$ cat config.mk
export PLATFORM = sky130hd
export DESIGN_NAME = alu_muldiv_flat
export DESIGN_NICKNAME = d
export VERILOG_FILES = /design/src/rtl/alu_muldiv_pkg.sv /design/src/rtl/alu_muldiv_if.sv /design/src/rtl/alu_muldiv_step.sv /design/src/rtl/alu_muldiv.sv /design/src/flat_wrapper.sv
export SDC_FILE = /design/constraint.sdc
export NUM_CORES = 1
export LEC_CHECK = 0
export BUFFER_PORTS_ARGS = -buffer_cell sky130_fd_sc_hd__buf_4
export CAP_MARGIN = 20
export CORE_AREA = 3 3 170 172
export DETAILED_ROUTE_END_ITERATION = 16
export DIE_AREA = 0 0 173 175
export GPL_TIMING_DRIVEN = 0
export PLACE_DENSITY = 0.77
export SLEW_MARGIN = 40
export SYNTH_ARGS = -nofsm -noshare
export SYNTH_HDL_FRONTEND = slang
export SYNTH_SLANG_ARGS = --single-unit
$ cat constraint.sdc
create_clock -name CLK -period 5 [get_ports CLK]
set_input_delay 1 -clock CLK [delete_from_list [all_inputs] [get_ports CLK]]
set_output_delay 1 -clock CLK [all_outputs]
set_load 0.005 [all_outputs]
$ cat src/rtl/alu_muldiv_pkg.sv
// Shared types for the iterative multiply/divide unit: operation codes,
// FSM states and small opcode decode helpers.
package alu_muldiv_pkg;

  typedef enum logic [2:0] {
    MD_MULT  = 3'd0,
    MD_MULTU = 3'd1,
    MD_DIV   = 3'd2,
    MD_DIVU  = 3'd3,
    MD_MTHI  = 3'd4,
    MD_MTLO  = 3'd5
  } mdop_t;

  typedef enum logic [1:0] {
    MD_IDLE = 2'd0,
    MD_CALC = 2'd1,
    MD_FIX  = 2'd2,
    MD_DONE = 2'd3
  } md_state_t;

  function automatic logic md_is_div(input mdop_t op);
    return (op == MD_DIV) || (op == MD_DIVU);
  endfunction

  function automatic logic md_is_signed(input mdop_t op);
    return (op == MD_MULT) || (op == MD_DIV);
  endfunction

endpackage

$ cat src/rtl/alu_muldiv_if.sv
// Issue/result bundle between the execute stage and the mul/div unit.
// The master side issues operations, the slave side is the unit itself.
interface alu_muldiv_if #(
  parameter int WIDTH = 32
);
  import alu_muldiv_pkg::*;

  logic             start;
  logic             abort;
  mdop_t            op;
  logic [WIDTH-1:0] input_a;
  logic [WIDTH-1:0] input_b;
  logic             busy;
  logic             done;
  logic             div_zero;
  logic [WIDTH-1:0] hi;
  logic [WIDTH-1:0] lo;

  modport master (
    output start, abort, op, input_a, input_b,
    input  busy, done, div_zero, hi, lo
  );

  modport slave (
    input  start, abort, op, input_a, input_b,
    output busy, done, div_zero, hi, lo
  );

endinterface

$ cat src/rtl/alu_muldiv_step.sv
// One radix-2 iteration over the {upper, lower} accumulator: shift-add for
// multiply, restoring shift-subtract for divide.
module alu_muldiv_step #(
  parameter int WIDTH = 32
) (
  input  logic [2*WIDTH-1:0] acc,
  input  logic [WIDTH-1:0]   operand,
  input  logic               div_mode,
  output logic [2*WIDTH-1:0] acc_next
);

  logic [WIDTH:0] sum_s;
  logic [WIDTH:0] trial_s;

  // Multiply keeps the multiplier in the low half and consumes it LSB first;
  // divide shifts the dividend out of the low half into the remainder.
  always_comb begin
    sum_s    = {1'b0, acc[2*WIDTH-1:WIDTH]} + {1'b0, operand};
    trial_s  = acc[2*WIDTH-1:WIDTH-1] - {1'b0, operand};
    acc_next = acc;
    if (div_mode) begin
      if (trial_s[WIDTH]) begin
        acc_next = {acc[2*WIDTH-2:0], 1'b0};
      end else begin
        acc_next = {trial_s[WIDTH-1:0], acc[WIDTH-2:0], 1'b1};
      end
    end else begin
      if (acc[0]) begin
        acc_next = {sum_s, acc[WIDTH-1:1]};
      end else begin
        acc_next = {1'b0, acc[2*WIDTH-1:1]};
      end
    end
  end

endmodule

$ cat src/rtl/alu_muldiv.sv
// Multi-cycle MULT/MULTU/DIV/DIVU unit with HI/LO registers. Operands are
// reduced to magnitudes on issue and signs are restored in the FIX cycle.
module alu_muldiv
  import alu_muldiv_pkg::*;
#(
  parameter int WIDTH = 32
) (
  input  logic         CLK,
  input  logic         nRST,
  alu_muldiv_if.slave  bus
);

  localparam int CNTW = $clog2(WIDTH) + 1;

  md_state_t          state_r;
  logic [2*WIDTH-1:0] acc_r;
  logic [WIDTH-1:0]   opnd_r;
  logic [CNTW-1:0]    cnt_r;
  logic               div_r;
  logic               zero_r;
  logic               sa_r;
  logic               sb_r;
  logic [WIDTH-1:0]   hi_r;
  logic [WIDTH-1:0]   lo_r;
  logic               busy_r;
  logic               done_r;
  logic               dz_r;

  logic               op_div_s;
  logic               neg_a_s;
  logic               neg_b_s;
  logic [WIDTH-1:0]   mag_a_s;
  logic [WIDTH-1:0]   mag_b_s;
  logic               b_zero_s;
  logic [2*WIDTH-1:0] step_next_s;
  logic [2*WIDTH-1:0] prod_s;
  logic [WIDTH-1:0]   quot_s;
  logic [WIDTH-1:0]   rem_s;
  logic [WIDTH-1:0]   dz_hi_s;

  // Issue-time decode: signed ops work on two's-complement magnitudes.
  always_comb begin
    op_div_s = md_is_div(bus.op);
    neg_a_s  = md_is_signed(bus.op) & bus.input_a[WIDTH-1];
    neg_b_s  = md_is_signed(bus.op) & bus.input_b[WIDTH-1];
    mag_a_s  = neg_a_s ? -bus.input_a : bus.input_a;
    mag_b_s  = neg_b_s ? -bus.input_b : bus.input_b;
    b_zero_s = (bus.input_b == {WIDTH{1'b0}});
  end

  alu_muldiv_step #(.WIDTH(WIDTH)) u_step (
    .acc      (acc_r),
    .operand  (opnd_r),
    .div_mode (div_r),
    .acc_next (step_next_s)
  );

  // Sign restoration; remainder follows the dividend. The divide-by-zero
  // path never iterates, so the low half still holds |a| and sa_r rebuilds a.
  always_comb begin
    prod_s  = (sa_r ^ sb_r) ? -acc_r : acc_r;
    quot_s  = (sa_r ^ sb_r) ? -acc_r[WIDTH-1:0] : acc_r[WIDTH-1:0];
    rem_s   = sa_r ? -acc_r[2*WIDTH-1:WIDTH] : acc_r[2*WIDTH-1:WIDTH];
    dz_hi_s = sa_r ? -acc_r[WIDTH-1:0] : acc_r[WIDTH-1:0];
  end

  // Control FSM and result registers; abort overrides every state.
  always_ff @(posedge CLK or negedge nRST) begin
    if (!nRST) begin
      state_r <= MD_IDLE;
      acc_r   <= {(2*WIDTH){1'b0}};
      opnd_r  <= {WIDTH{1'b0}};
      cnt_r   <= {CNTW{1'b0}};
      div_r   <= 1'b0;
      zero_r  <= 1'b0;
      sa_r    <= 1'b0;
      sb_r    <= 1'b0;
      hi_r    <= {WIDTH{1'b0}};
      lo_r    <= {WIDTH{1'b0}};
      busy_r  <= 1'b0;
      done_r  <= 1'b0;
      dz_r    <= 1'b0;
    end else begin
      done_r <= 1'b0;
      if (bus.abort) begin
        state_r <= MD_IDLE;
        busy_r  <= 1'b0;
      end else begin
        case (state_r)
          MD_IDLE: begin
            if (bus.start) begin
              case (bus.op)
                MD_MTHI: hi_r <= bus.input_a;
                MD_MTLO: lo_r <= bus.input_a;
                MD_MULT, MD_MULTU, MD_DIV, MD_DIVU: begin
                  acc_r   <= {{WIDTH{1'b0}}, mag_a_s};
                  opnd_r  <= mag_b_s;
                  div_r   <= op_div_s;
                  zero_r  <= op_div_s & b_zero_s;
                  sa_r    <= neg_a_s;
                  sb_r    <= neg_b_s;
                  cnt_r   <= {CNTW{1'b0}};
                  dz_r    <= 1'b0;
                  busy_r  <= 1'b1;
                  state_r <= (op_div_s && b_zero_s) ? MD_FIX : MD_CALC;
                end
                default: ;
              endcase
            end
          end
          MD_CALC: begin
            acc_r <= step_next_s;
            cnt_r <= cnt_r + CNTW'(1);
            if (cnt_r == CNTW'(WIDTH - 1)) begin
              state_r <= MD_FIX;
            end
          end
          MD_FIX: begin
            if (zero_r) begin
              lo_r <= {WIDTH{1'b1}};
              hi_r <= dz_hi_s;
              dz_r <= 1'b1;
            end else if (div_r) begin
              lo_r <= quot_s;
              hi_r <= rem_s;
            end else begin
              {hi_r, lo_r} <= prod_s;
            end
            done_r  <= 1'b1;
            state_r <= MD_DONE;
          end
          MD_DONE: begin
            busy_r  <= 1'b0;
            state_r <= MD_IDLE;
          end
          default: begin
            busy_r  <= 1'b0;
            state_r <= MD_IDLE;
          end
        endcase
      end
    end
  end

  assign bus.busy     = busy_r;
  assign bus.done     = done_r;
  assign bus.div_zero = dz_r;
  assign bus.hi       = hi_r;
  assign bus.lo       = lo_r;

endmodule

$ cat src/flat_wrapper.sv
// flat-port wrapper written by rule: the top's interface ports become plain ports
module alu_muldiv_flat import alu_muldiv_pkg::*;
#(
  parameter int WIDTH = 32
)
  (CLK, nRST, bus_start, bus_abort, bus_op, bus_input_a, bus_input_b, bus_busy, bus_done, bus_div_zero, bus_hi, bus_lo);
  alu_muldiv_if #(.WIDTH(WIDTH)) bus_i ();
  input  logic CLK;
  input  logic nRST;
  input wire logic [$bits(bus_i.start)-1:0] bus_start;
  input wire logic [$bits(bus_i.abort)-1:0] bus_abort;
  input wire logic [$bits(bus_i.op)-1:0] bus_op;
  input wire logic [$bits(bus_i.input_a)-1:0] bus_input_a;
  input wire logic [$bits(bus_i.input_b)-1:0] bus_input_b;
  output wire logic [$bits(bus_i.busy)-1:0] bus_busy;
  output wire logic [$bits(bus_i.done)-1:0] bus_done;
  output wire logic [$bits(bus_i.div_zero)-1:0] bus_div_zero;
  output wire logic [$bits(bus_i.hi)-1:0] bus_hi;
  output wire logic [$bits(bus_i.lo)-1:0] bus_lo;
  assign bus_i.start = bus_start;
  assign bus_i.abort = bus_abort;
  assign bus_i.op = bus_op;
  assign bus_i.input_a = bus_input_a;
  assign bus_i.input_b = bus_input_b;
  assign bus_busy = bus_i.busy;
  assign bus_done = bus_i.done;
  assign bus_div_zero = bus_i.div_zero;
  assign bus_hi = bus_i.hi;
  assign bus_lo = bus_i.lo;
  alu_muldiv #(.WIDTH(WIDTH)) u_core (.CLK(CLK), .nRST(nRST), .bus(bus_i));
endmodule
==> Word-level counts from Yosys, hierarchy flattened <==
Cells that the tools add are included.
{ "classes": {"add_sub_neg": 8, "eq_ne": 17, "n_mux": 41, "bitwise": 5, "n_reduce_logical": 17} }
{ "ops": {"columns": ["op", "count"], "rows": [
  ["two-way mux 32 bit", 13],
  ["two-way mux 64 bit", 6],
  ["negation 32 bit", 4],
  ["case mux 32 bit (2 select lines)", 2],
  ["case mux 64 bit (2 select lines)", 1],
  ["negation 64 bit", 1],
  ["adder 32 x 32 -> 33 bit", 1],
  ["subtractor 33 x 32 -> 33 bit", 1],
  ["logical NOT 32 bit", 1],
  ["AND reduction 4 bit", 4],
  ["two-way mux 6 bit", 2],
  ["case mux 6 bit (2 select lines)", 1],
  ["two-way mux 2 bit", 5],
  ["two-way mux 1 bit", 8],
  ["!= test 2 bit, second input constant", 4],
  ["case mux 2 bit (4 select lines)", 1],
  ["adder 6 x 1 -> 6 bit, second input constant", 1],
  ["== test 3 x 2 -> 1 bit, second input constant", 2],
  ["== test 3 bit, second input constant", 2],
  ["== test 6 x 5 -> 1 bit, second input constant", 1],
  ["!= test 3 bit, second input constant", 2],
  ["AND reduction 3 bit", 2],
  ["AND reduction 5 bit", 1],
  ["== test 2 bit, second input constant", 2],
  ["other kinds (15)", 20]
]} }
{ "word_totals": {"reg_bits": 175, "input_bits": 71, "word_cells": 101} }

==> Logic depth before layout (Yosys ltp) <==
Gate-level depths: netlist of run 1.
{ "logic_depth": {"word_depth": 8, "mapped_depth": 14, "ltp_nobuf": 12} }

==> Cells and area by module <==
A second synthesis of run 1 with hierarchy kept.
{ "unflattened": {"hier_cells": 2176, "area_unflattened_um2": 16590.9} }
{ "by_module_without_submodules": {"columns": ["module", "instances", "cells_per_inst", "area_each_um2"], "rows": [
  ["alu_muldiv", 1, 1492, 11793.8],
  ["alu_muldiv_step", 1, 684, 4797.1]
]} }

==> Worst setup path after synthesis of run 1 <==
OpenSTA, ideal clock, no wires.
{ "synth_path": {"path_kind": "input port to flip-flop", "startpoint": "input bus_input_b[6]", "endpoint": "register u_core.state_r[1]", "arrival_ns": 3.090, "required_ns": 4.933, "slack_ns": 1.842, "stages": 9, "cell_sequence": "or4_1 > nor3_2 > and2_1 > nand3b_1 > or4_4 > nor4_2 > nand2_1 > o21ai_0 > a32o_1"} }
{ "synth_via": {"elab_chain_cells": 7} }
{ "synth_rtl": {"columns": ["element", "line_no", "source"], "rows": [
  ["from (decl)", "flat_wrapper.sv:14", "input wire logic [$bits(bus_i.input_b)-1:0] bus_input_b;"],
  ["logical NOT 32 bit", "alu_muldiv.sv:48", "b_zero_s = (bus.input_b == {WIDTH{1'b0}});"],
  ["logical AND 1 bit", "alu_muldiv.sv:105", "state_r <= (op_div_s && b_zero_s) ? MD_FIX : MD_CALC;"],
  ["two-way mux 2 bit", "alu_muldiv.sv:105", null],
  ["two-way mux 2 bit", "alu_muldiv.sv:92", "case (bus.op)"],
  ["two-way mux 2 bit", "alu_muldiv.sv:91", "if (bus.start) begin"],
  ["case mux 2 bit (4 select lines)", "alu_muldiv.sv:89", "case (state_r)"],
  ["two-way mux 2 bit", "alu_muldiv.sv:85", "if (bus.abort) begin"],
  ["to (signal assigned)", "alu_muldiv.sv:105", null],
  ["to (decl)", "alu_muldiv.sv:15", "md_state_t state_r;"]
]} }
Every way passes these cells. The select of a mux whose other input is x is not followed.
A chain may end at the register's enable or synchronous reset.

==> Worst setup path after layout of run 1 <==
{ "layout_path": {"startpoint": "register u_core.acc_r[0]", "endpoint": "register u_core.hi_r[26], in the netlist u_core.bus.hi[26]"} }
{ "layout_via": {"elab_chain_cells": 5, "elab_cells_between_ends": 7} }
{ "layout_rtl": {"columns": ["element", "line_no", "source"], "rows": [
  ["from (decl)", "alu_muldiv.sv:16", "logic [2*WIDTH-1:0] acc_r;"],
  ["from (signal assigned)", "alu_muldiv.sv:71", "acc_r <= {(2*WIDTH){1'b0}};"],
  ["from (signal assigned)", "alu_muldiv.sv:96", "acc_r <= {{WIDTH{1'b0}}, mag_a_s};"],
  ["from (signal assigned)", "alu_muldiv.sv:112", "acc_r <= step_next_s;"],
  ["negation 64 bit", "alu_muldiv.sv:61", "prod_s = (sa_r ^ sb_r) ? -acc_r : acc_r;"],
  ["two-way mux 64 bit", "alu_muldiv.sv:61", null],
  ["two-way mux 32 bit", "alu_muldiv.sv:123", "end else if (div_r) begin"],
  ["two-way mux 32 bit (*)", "alu_muldiv.sv:119", "if (zero_r) begin"],
  ["case mux 32 bit (2 select lines) (*)", "alu_muldiv.sv:89", null],
  ["to (signal assigned)", "alu_muldiv.sv:93", "MD_MTHI: hi_r <= bus.input_a;"],
  ["to (signal assigned)", "alu_muldiv.sv:121", "hi_r <= dz_hi_s;"],
  ["to (signal assigned)", "alu_muldiv.sv:125", "hi_r <= rem_s;"],
  ["to (decl)", "alu_muldiv.sv:23", "logic [WIDTH-1:0] hi_r;"]
]} }
Mark *: on every way between the ends. The rest lies on a longest branch, timed or not.

==> results, run 1 <==
- In this run the mean area of a mapped cell was 7.608 um2.
- The synthesized design contains 175 register bits.
- The number of placed cells counting well taps is 2614.
- The worst setup path is launched from a register.
- The H-tree was split into 4 levels.
- The required time of the worst setup path is 5340 ps.
- Of the available clock period, the critical path in the final layout requires 0.9437.
- The routed length on met3 is between 4000 and 5000 um.
- For this run, design rule violations remaining after detail routing come to 0.
- Counting every net in the synthesized netlist gives 2243.
- In the synthesized netlist, the cells that appear most often are 288 x sky130_fd_sc_hd__nand2_1, 228 x sky130_fd_sc_hd__o21ai_0, 175 x sky130_fd_sc_hd__dfrtp_1, 171 x sky130_fd_sc_hd__a21oi_1, 149 x sky130_fd_sc_hd__nor2_1.
- The cell with the most instances after synthesis is sky130_fd_sc_hd__nand2_1.
- The post-layout instance count excluding filler cells is ~2600.
- The starting density of the core is 0.5774.
- Pin placement for this block handled 138 I/O pins.
- For this run, the detailed router's first-pass iteration total came to 7.
- Of the cells placed in the final design, the portion with a size suffix greater than 1 is 0.1059.
- The highest fanout seen on the critical path is 10.
- Registers take 0.004379 mm2.
- The run finished with clean final reports.
- Routed signal wires occupy layers up through met4.
- Yosys printed 0 warnings.
- The cell type contributing the most total cell area after synthesis is sky130_fd_sc_hd__dfrtp_1.
- The largest net degree at the start of global routing is 74.
- The final routed wirelength across all metal layers is 59130 um.
- For this design the static power due to leakage is 7.862 nW.
- The number of I/O port buffers is 136.
- The pre-CTS setup slack is 513.3 ps.
- The CTS clock-pin slew for the worst setup and hold paths is 80 ps.
- From synthesis to final layout, the design area changed by 13.45%.
- The number of failing hold endpoints at the final stage is 0.
- Setup slack on the critical path of the routed design comes to 281.5 ps.
- The count of maximum capacitance violations is 0.
- Once the clock tree was built, the setup fixing pass inserted 0 buffers.
- Summing all multi-input logic gate instances after layout gives 0.01065 mm2.
- In this run the remaining antenna-violating nets after routing total 0.
- The total overflow left after global routing is 0.
- In this run the register-to-register setup slack is 280 ps.
- STA puts the critical path data arrival time at roughly 5000 ps.
- The number of distinct library cell variants in the gate-level netlist after synthesis is 83.
- Static timing analysis puts the maximum clock frequency at 211.9 MHz.
- After detailed routing, the average wire length per cell comes to between 20 and 25 um.
- The number of antenna violations at the first check in global routing was 0.
- The startpoint of the worst register-to-register path is u_core.acc_r[0]$_DFFE_PN0P_.
- In the routed layout, each cell is associated on average with a via count of 6.486.
- Setup repair after global routing left no endpoint under its margin.
- The utilization after layout is 0.6551.
- The headroom to the max-slew limit is 0.3637.
- The number of global-route vias before repair is between 15000 and 20000.
- The critical path startpoint is u_core.acc_r[0]$_DFFE_PN0P_.
- The net count reported at finish is 2401.
- The via count is 17160.
- The clock skew is 17.14 ps.
- The filler cell count is 2539.
- On the critical path, the stage with the largest delay is an instance of sky130_fd_sc_hd__clkbuf_1.
- The first-pass GRT wire length is 91890 um.
- For the worst flop-to-flop path, the logic depth is 12.
- The sort of element at the end of the critical path is a register.
- The horizontal die dimension is 173 um.
- In the synthesized netlist the dominant register cell turns out to be sky130_fd_sc_hd__dfrtp_1.
- In this run the core area contains 61 standard-cell rows.
- The wire-length estimate of the detail-placed layout is 46120 um.
- For the final routed database, the setup TNS stands at 0 ps.
- Across every metal layer, demand over resource in global routing totals 0.3831.
- By area the synthesized netlist is led by sky130_fd_sc_hd__dfrtp_1 27%, sky130_fd_sc_hd__o21ai_0 7.2%, sky130_fd_sc_hd__nand2_1 6.8%.
- CTS placed an instance of sky130_fd_sc_hd__clkbuf_16 at the clock tree root.
- The worst-case IR drop observed on VDD is 0.3026 mV.
- The largest incremental delay on the critical path is 630 ps.
- The total setup violations reported at the end of the flow is 0.
- TritonCTS built the clock tree.
- The cell area after synthesis is about 0.016 mm2.
- The die covers 0.03028 mm2.
- The number of enable flip-flop cells after synthesis is 0.
- The minimum clock period is 4718 ps.
- In this run the vertical extent of the chip is approximately 180 um.
- 0 antenna diodes ended up in the layout.
- The post-synthesis cell count is 2097.
- The global placement routability congestion is 1.033.
- The longest clock path from root to sink contains 2 buffers.
- The clock latency on the worst-skew pair is 450 ps.
- The final count of pins violating max slew is 0.
- Summed over all nets, wire length on met2 after detailed routing comes to 27250 um.
- The critical path is of the register to register type.
- For this design, the sink count on the clock tree is between 150 and 200.
- Of the synthesized area, sequential elements account for 0.2745.
- The transition time at the pin with the least slew margin is 954.4 ps.
- The power density over the cells is 692.5 mW/mm2.
- The number of clock buffers added by TritonCTS is 17.
- The total power is about 13 mW.
- The critical path goes through buf_2 -> inv_1 -> clkbuf_1 -> ha_1 -> nor3b_1 -> nand2_1 -> o31a_1 -> o22ai_1 -> nand4_1 -> mux2i_1 -> o221ai_1 -> o21a_1.
- The post-route met1 wirelength is 22510 um.
- The total core area is ~0.028 mm2.
- In this run the critical register-to-register path is captured at u_core.bus.hi[26]$_DFFE_PN0P_.
- Of the post-synthesis cell area, the dominant cell type holds 0.2745.
- After the first detailed-routing iteration, the DRC count stood at 1996.
- The total of hold buffers inserted after clock tree synthesis is 0.
- Post-CTS repair changed the size of 0 cells.
- The critical path endpoint is u_core.bus.hi[26]$_DFFE_PN0P_.
- For this run, asynchronously set or reset flops after synthesis account for 1.000.
- The tightest min-delay check is of the primary input to async pin type.
flip-flops by register name, indices dropped and copies added, names as in the netlist:
name and flops:
u_core.bus.div_zero 1, u_core.bus.hi 32, u_core.bus.lo 32, u_core.bus.done 1
u_core.zero_r 1, u_core.opnd_r 32, u_core.state_r 2, u_core.sb_r 1
u_core.cnt_r 6, u_core.sa_r 1, u_core.div_r 1, u_core.bus.busy 1
u_core.acc_r 64
area by class of cell:
class	count	area share
clock inverters	13	0.006636
repair buffers	139	0.06028
well taps	378	0.02613
flip-flops and latches	175	0.2419
clock buffers	18	0.02426
multi-input cells	1681	0.5883
inverters	78	0.01618
plain buffers	163	0.03629
logic make-up after synthesis:
group | synth area share
multiplexers | 0.03906
XOR/XNOR | 0.1120
flip-flops | 0.2745
AO/OA/AOI/OAI | 0.2697
AND/OR/NAND/NOR | 0.1857
adder cells (fa/ha/maj) | 0.05976
buffers and inverters | 0.05929
power by group:
group	internal, mW	switching, mW	total, mW
logic	3.31	5.25	8.57
registers	2.01	0.610	2.62
clock network	0.668	0.679	1.35
total	5.99	6.54	12.5
how the worst min path moves through the flow:
stage	start	to	slack, ps	cells after the start
5_1_grt	nRST	u_core.bus.lo[4]$_DFFE_PN0P_	410	1
3_5_place_dp	u_core.bus.lo[12]$_DFFE_PN0P_	u_core.bus.lo[12]$_DFFE_PN0P_	470	2
4_1_cts	nRST	u_core.bus.lo[6]$_DFFE_PN0P_	400	1
2_1_floorplan	u_core.bus.lo[26]$_DFFE_PN0P_	u_core.bus.lo[26]$_DFFE_PN0P_	470	2
3_3_place_gp	u_core.bus.lo[14]$_DFFE_PN0P_	u_core.bus.lo[14]$_DFFE_PN0P_	460	2
6_report	nRST	u_core.bus.lo[3]$_DFFE_PN0P_	400	1
cell usage in the layout, fill, tap and decap left out, types with 11 or more instances in the layout:
| cell type | n |
|---|---|
| sky130_fd_sc_hd__o31ai_1 | 30 |
| sky130_fd_sc_hd__nor4_1 | 15 |
| sky130_fd_sc_hd__a221oi_1 | 11 |
| sky130_fd_sc_hd__a21oi_1 | 171 |
| sky130_fd_sc_hd__a211oi_1 | 26 |
| sky130_fd_sc_hd__o41ai_1 | 11 |
| sky130_fd_sc_hd__buf_4 | 138 |
| sky130_fd_sc_hd__o21a_1 | 13 |
| sky130_fd_sc_hd__inv_1 | 77 |
| sky130_fd_sc_hd__nor3_1 | 34 |
| sky130_fd_sc_hd__buf_2 | 20 |
| sky130_fd_sc_hd__nand4_1 | 21 |
| sky130_fd_sc_hd__nand2_1 | 288 |
| sky130_fd_sc_hd__dfrtp_1 | 175 |
| sky130_fd_sc_hd__nand2b_1 | 16 |
| sky130_fd_sc_hd__a31oi_1 | 36 |
| sky130_fd_sc_hd__ha_1 | 73 |
| sky130_fd_sc_hd__o211ai_1 | 26 |
| sky130_fd_sc_hd__xnor2_1 | 116 |
| sky130_fd_sc_hd__nand3_1 | 29 |
| sky130_fd_sc_hd__o22ai_1 | 46 |
| sky130_fd_sc_hd__o21ai_0 | 228 |
| sky130_fd_sc_hd__clkbuf_16 | 17 |
| sky130_fd_sc_hd__nor2b_1 | 16 |
| sky130_fd_sc_hd__nor2_1 | 148 |
| sky130_fd_sc_hd__clkbuf_1 | 127 |
| sky130_fd_sc_hd__a21o_1 | 34 |
| sky130_fd_sc_hd__xor2_1 | 88 |
| sky130_fd_sc_hd__mux2i_1 | 51 |
per-layer routing:
| layer | track usage | vias to the layer above |
|---|---|---|
| met2 | 0.6348 | 1030 |
| met5 | 0 | - |
| met4 | 0.2625 | 0 |
| li1 | - | 7830 |
| met1 | 0.4587 | 8042 |
| met3 | 0.06150 | 253 |
through the flow:
stage	hold WS, ps	area [um2]
2_1_floorplan	472.6	15950
3_3_place_gp	463.3	17450
3_5_place_dp	471.8	17530
4_1_cts	402.4	18090
5_1_grt	413.3	18100
6_report	401.0	18100
critical path: cells and delay by family, from the launching register on:
family	cells	cell delay, ps
mux	1	290
compound gates	4	1420
buf+inv	3	1280
simple gates	3	930
fa+ha+maj	1	340
flops	1	350
Note: power is estimated with default switching activity, not from simulation.
==> run 2, diff against run 1 <==
--- a/config.mk
+++ b/config.mk
@@ -12,6 +12,7 @@
 export DIE_AREA = 0 0 173 175
 export GPL_TIMING_DRIVEN = 0
 export PLACE_DENSITY = 0.77
+export SETUP_SLACK_MARGIN = 0.5
 export SLEW_MARGIN = 40
 export SYNTH_ARGS = -nofsm -noshare
 export SYNTH_HDL_FRONTEND = slang
==> run 2 against run 1 <==
Utilization about the same. Clock power about the same. Clock-buffer cell count is the same. Power barely moved. Highest routed layer unchanged.
==> results, run 2 (same netlist as run 1, synthesis figures left out) <==
- The worst path in the final design needs a cycle of between 4000 and 5000 ps, including I/O delays and setup.
- In the layout the commonest cells are 288 x sky130_fd_sc_hd__nand2_1, 228 x sky130_fd_sc_hd__o21ai_0, 175 x sky130_fd_sc_hd__dfrtp_1.
- The final layout contains approximately 2400 nets.
- The count of cells along the worst register-to-register path is 13.
- The headroom to the max-slew limit is 0.3583.
- Timing would allow up to 232.5 MHz.
- The static power due to leakage is 7.865 nW.
- The length of the first detailed-routing pass in iterations is 7.
- The H-tree was split into 4 levels.
- The endpoint identified for the worst register-to-register timing path is u_core.acc_r[38]$_DFFE_PN0P_.
- The worst reg-to-reg setup slack is 700 ps.
- The clock net sink count is ~180.
- For this block, the routed nets add up to 59220 um of wire.
- The HPWL after detailed placement is 46120 um.
- The number of global-route vias before repair is 16670.
- The floorplan step defined a core boundary enclosing between 0.02 and 0.03 mm2.
- The run finished with clean final reports.
- The most repeated library cell on the critical path is sky130_fd_sc_hd__buf_4.
- The final count of pins violating max slew came to 0.
- After detailed routing, the average wire length per cell comes to 22.39 um.
- The total global routing track utilization is 0.3831.
- The top cell family by delay on the critical path is compound AO/OA/AOI/OAI gates.
- The number of antenna violations at the first check in global routing was 0.
- Of the total power, combinational logic draws 0.683.
- Data on the critical path is required at its endpoint by 5300 ps.
- The number of top-level pins is 138.
- The number of failing hold endpoints at the final stage came to 0.
- The part of the power in the clock network is 0.108.
- The critical path data arrival time is 4600 ps.
- Counting flops per register, the top entry is u_core.acc_r.
- The number of buffers and inverters on the critical path is 3.
- The share of the clock period used by the worst path is 0.8601.
- The highest fanout seen on the critical path is 10.
- The sort of element at the end of the critical path is a register.
- The total negative slack for setup checks is 0 ps.
- Among all stages on the critical path, the largest delay is contributed by sky130_fd_sc_hd__dfrtp_1.
- The number of placement rows is approximately 60.
- The critical path startpoint is u_core.acc_r[31]$_DFFE_PN0P_.
- The startpoint identified for the worst register-to-register timing path is u_core.acc_r[31]$_DFFE_PN0P_.
- The ratio of routed vias to standard cells is roughly 6.5.
- On the worst path, the slowest cell contributes a delay of 560 ps.
- The clock arrives with ~15 ps of skew.
- The internal portion of the total power is 5.995 mW.
- The initial DRC count is between 1500 and 2000.
- The switching power share of the total is 0.5222.
- The buffer levels on the longest clock path is 2.
- The floorplan step defined a die boundary enclosing 0.03028 mm2.
- Clock latency on the worst-skew pair, taken at its later pin, is 450 ps.
- The share of total power dissipated in sequential elements is 0.209.
- The total setup violations reported at the end of the flow is 0.
- In this run the post-CTS setup repair buffer count came out at 0.
- TritonCTS built the clock tree.
- The worst IR drop on VDD is between 0.2 and 0.3 mV.
- The number of flip-flops in the largest register is between 60 and 70.
- Across all layers, the routed design uses 17160 vias.
- The transition time at the pin with the least slew margin is 962.6 ps.
- The horizontal die dimension is 173 um.
- The sum of overflow across all layers after global routing is 0.
- The power density over the cells is 692.9 mW/mm2.
- The largest net degree at the start of global routing is between 70 and 80.
- The starting density of the core is 0.5774.
- The count of inserted antenna diode cells is 0.
- The count of maximum capacitance violations is 0.
- The number of clock buffers added by TritonCTS is 17.
- For this design the total switching power over the nets is ~6.6 mW.
- The number of nets with antenna violations after detailed routing is 0.
- The synthesis-to-layout area growth is 13.49%.
- The die height is 175 um.
- Leaving out fill and tap cells, the most frequent cell in the layout is sky130_fd_sc_hd__nand2_1.
- The number of I/O port buffers is 136.
- The utilization after layout is 0.6553.
- In this run, post-CTS hold repair placed 0 buffers.
- Of the cells placed in the final design, the portion with a size suffix greater than 1 is 0.1072.
- The post-cts repair resize count is 1.
- The type of element launching the critical path is a register.
- Setup repair after global routing left no endpoint under its margin.
- The global placement routability congestion is around 1.0.
- The CTS clock-pin slew for the worst setup and hold paths is around 80 ps.
- The critical path in this run is classified as register to register.
- The post-route DRC violation count is 0.
- The first global-routing pass estimated about 90000 um of wire.
- Walking the worst path, the cells encountered are inv_1 -> ha_1 -> fa_1 -> nand2b_1 -> a21oi_1 -> o2111ai_1 -> a311oi_1 -> or3_1 -> xor2_1 -> buf_4 -> buf_4 -> mux2i_1 -> o221ai_1.
- The root buffer cell is sky130_fd_sc_hd__clkbuf_16.
- The tightest min-delay check is of the primary input to async pin type.
[run 2: worst max path at each step]
stage	to	slack, ps	cells past startpoint
after global placement	u_core.bus.hi[20]$_DFFE_PN0P_	530	14
after detailed placement	u_core.bus.hi[20]$_DFFE_PN0P_	510	14
after global routing	u_core.bus.hi[20]$_DFFE_PN0P_	600	14
final	u_core.acc_r[38]$_DFFE_PN0P_	700	13
after CTS	u_core.bus.hi[20]$_DFFE_PN0P_	720	14
after floorplan	u_core.state_r[1]$_DFFE_PN0P_	1840	9
[run 2: metrics by stage]
step                      total power, mW  hold slack (ps)  area, um2  std cells  setup slack (ps)
final                               12.55            400.0      18110       2645             699.4
after global routing                13.41            413.3      18110       2645             598.1
after CTS                           12.27            402.4      18090       2645             718.5
after detailed placement            10.91            471.8      17530       2614             513.3
after global placement              10.72            463.3      17450       2611             533.9
after floorplan                     8.339            472.6      15950       2097              1842
[run 2: layout make-up]
class / instances / area, um2
multi-input cells: 1681 / 10650
fillers: 2538 / 9523
flip-flops and latches: 175 / 4379
repair buffers: 139 / 1091
plain buffers: 163 / 659.4
well taps: 378 / 473.0
clock buffers: 18 / 439.2
inverters: 78 / 296.5
clock inverters: 13 / 120.1
[run 2: per-layer routing]
metal / track usage / wire length (um) / up-vias / share of wire
li1: - / - / 7825 / -
met3: 0.06128 / 5015 / 244 / 0.085
met5: 0 / 0 / - / 0
met1: 0.4586 / 22470 / 8058 / 0.38
met4: 0.2625 / 4452 / 0 / 0.075
met2: 0.6350 / 27280 / 1036 / 0.46
[run 2: power groups by stage]
| stage | Combinational, mW | Clock (mW) | Sequential [mW] |
|---|---|---|---|
| CTS | 8.34 | 1.34 | 2.60 |
| detailed placement | 8.29 | 0 | 2.62 |
| finish | 8.57 | 1.35 | 2.63 |
| global route | 9.32 | 1.39 | 2.70 |
| floorplan | 5.90 | 0 | 2.44 |
| global placement | 8.12 | 0 | 2.60 |
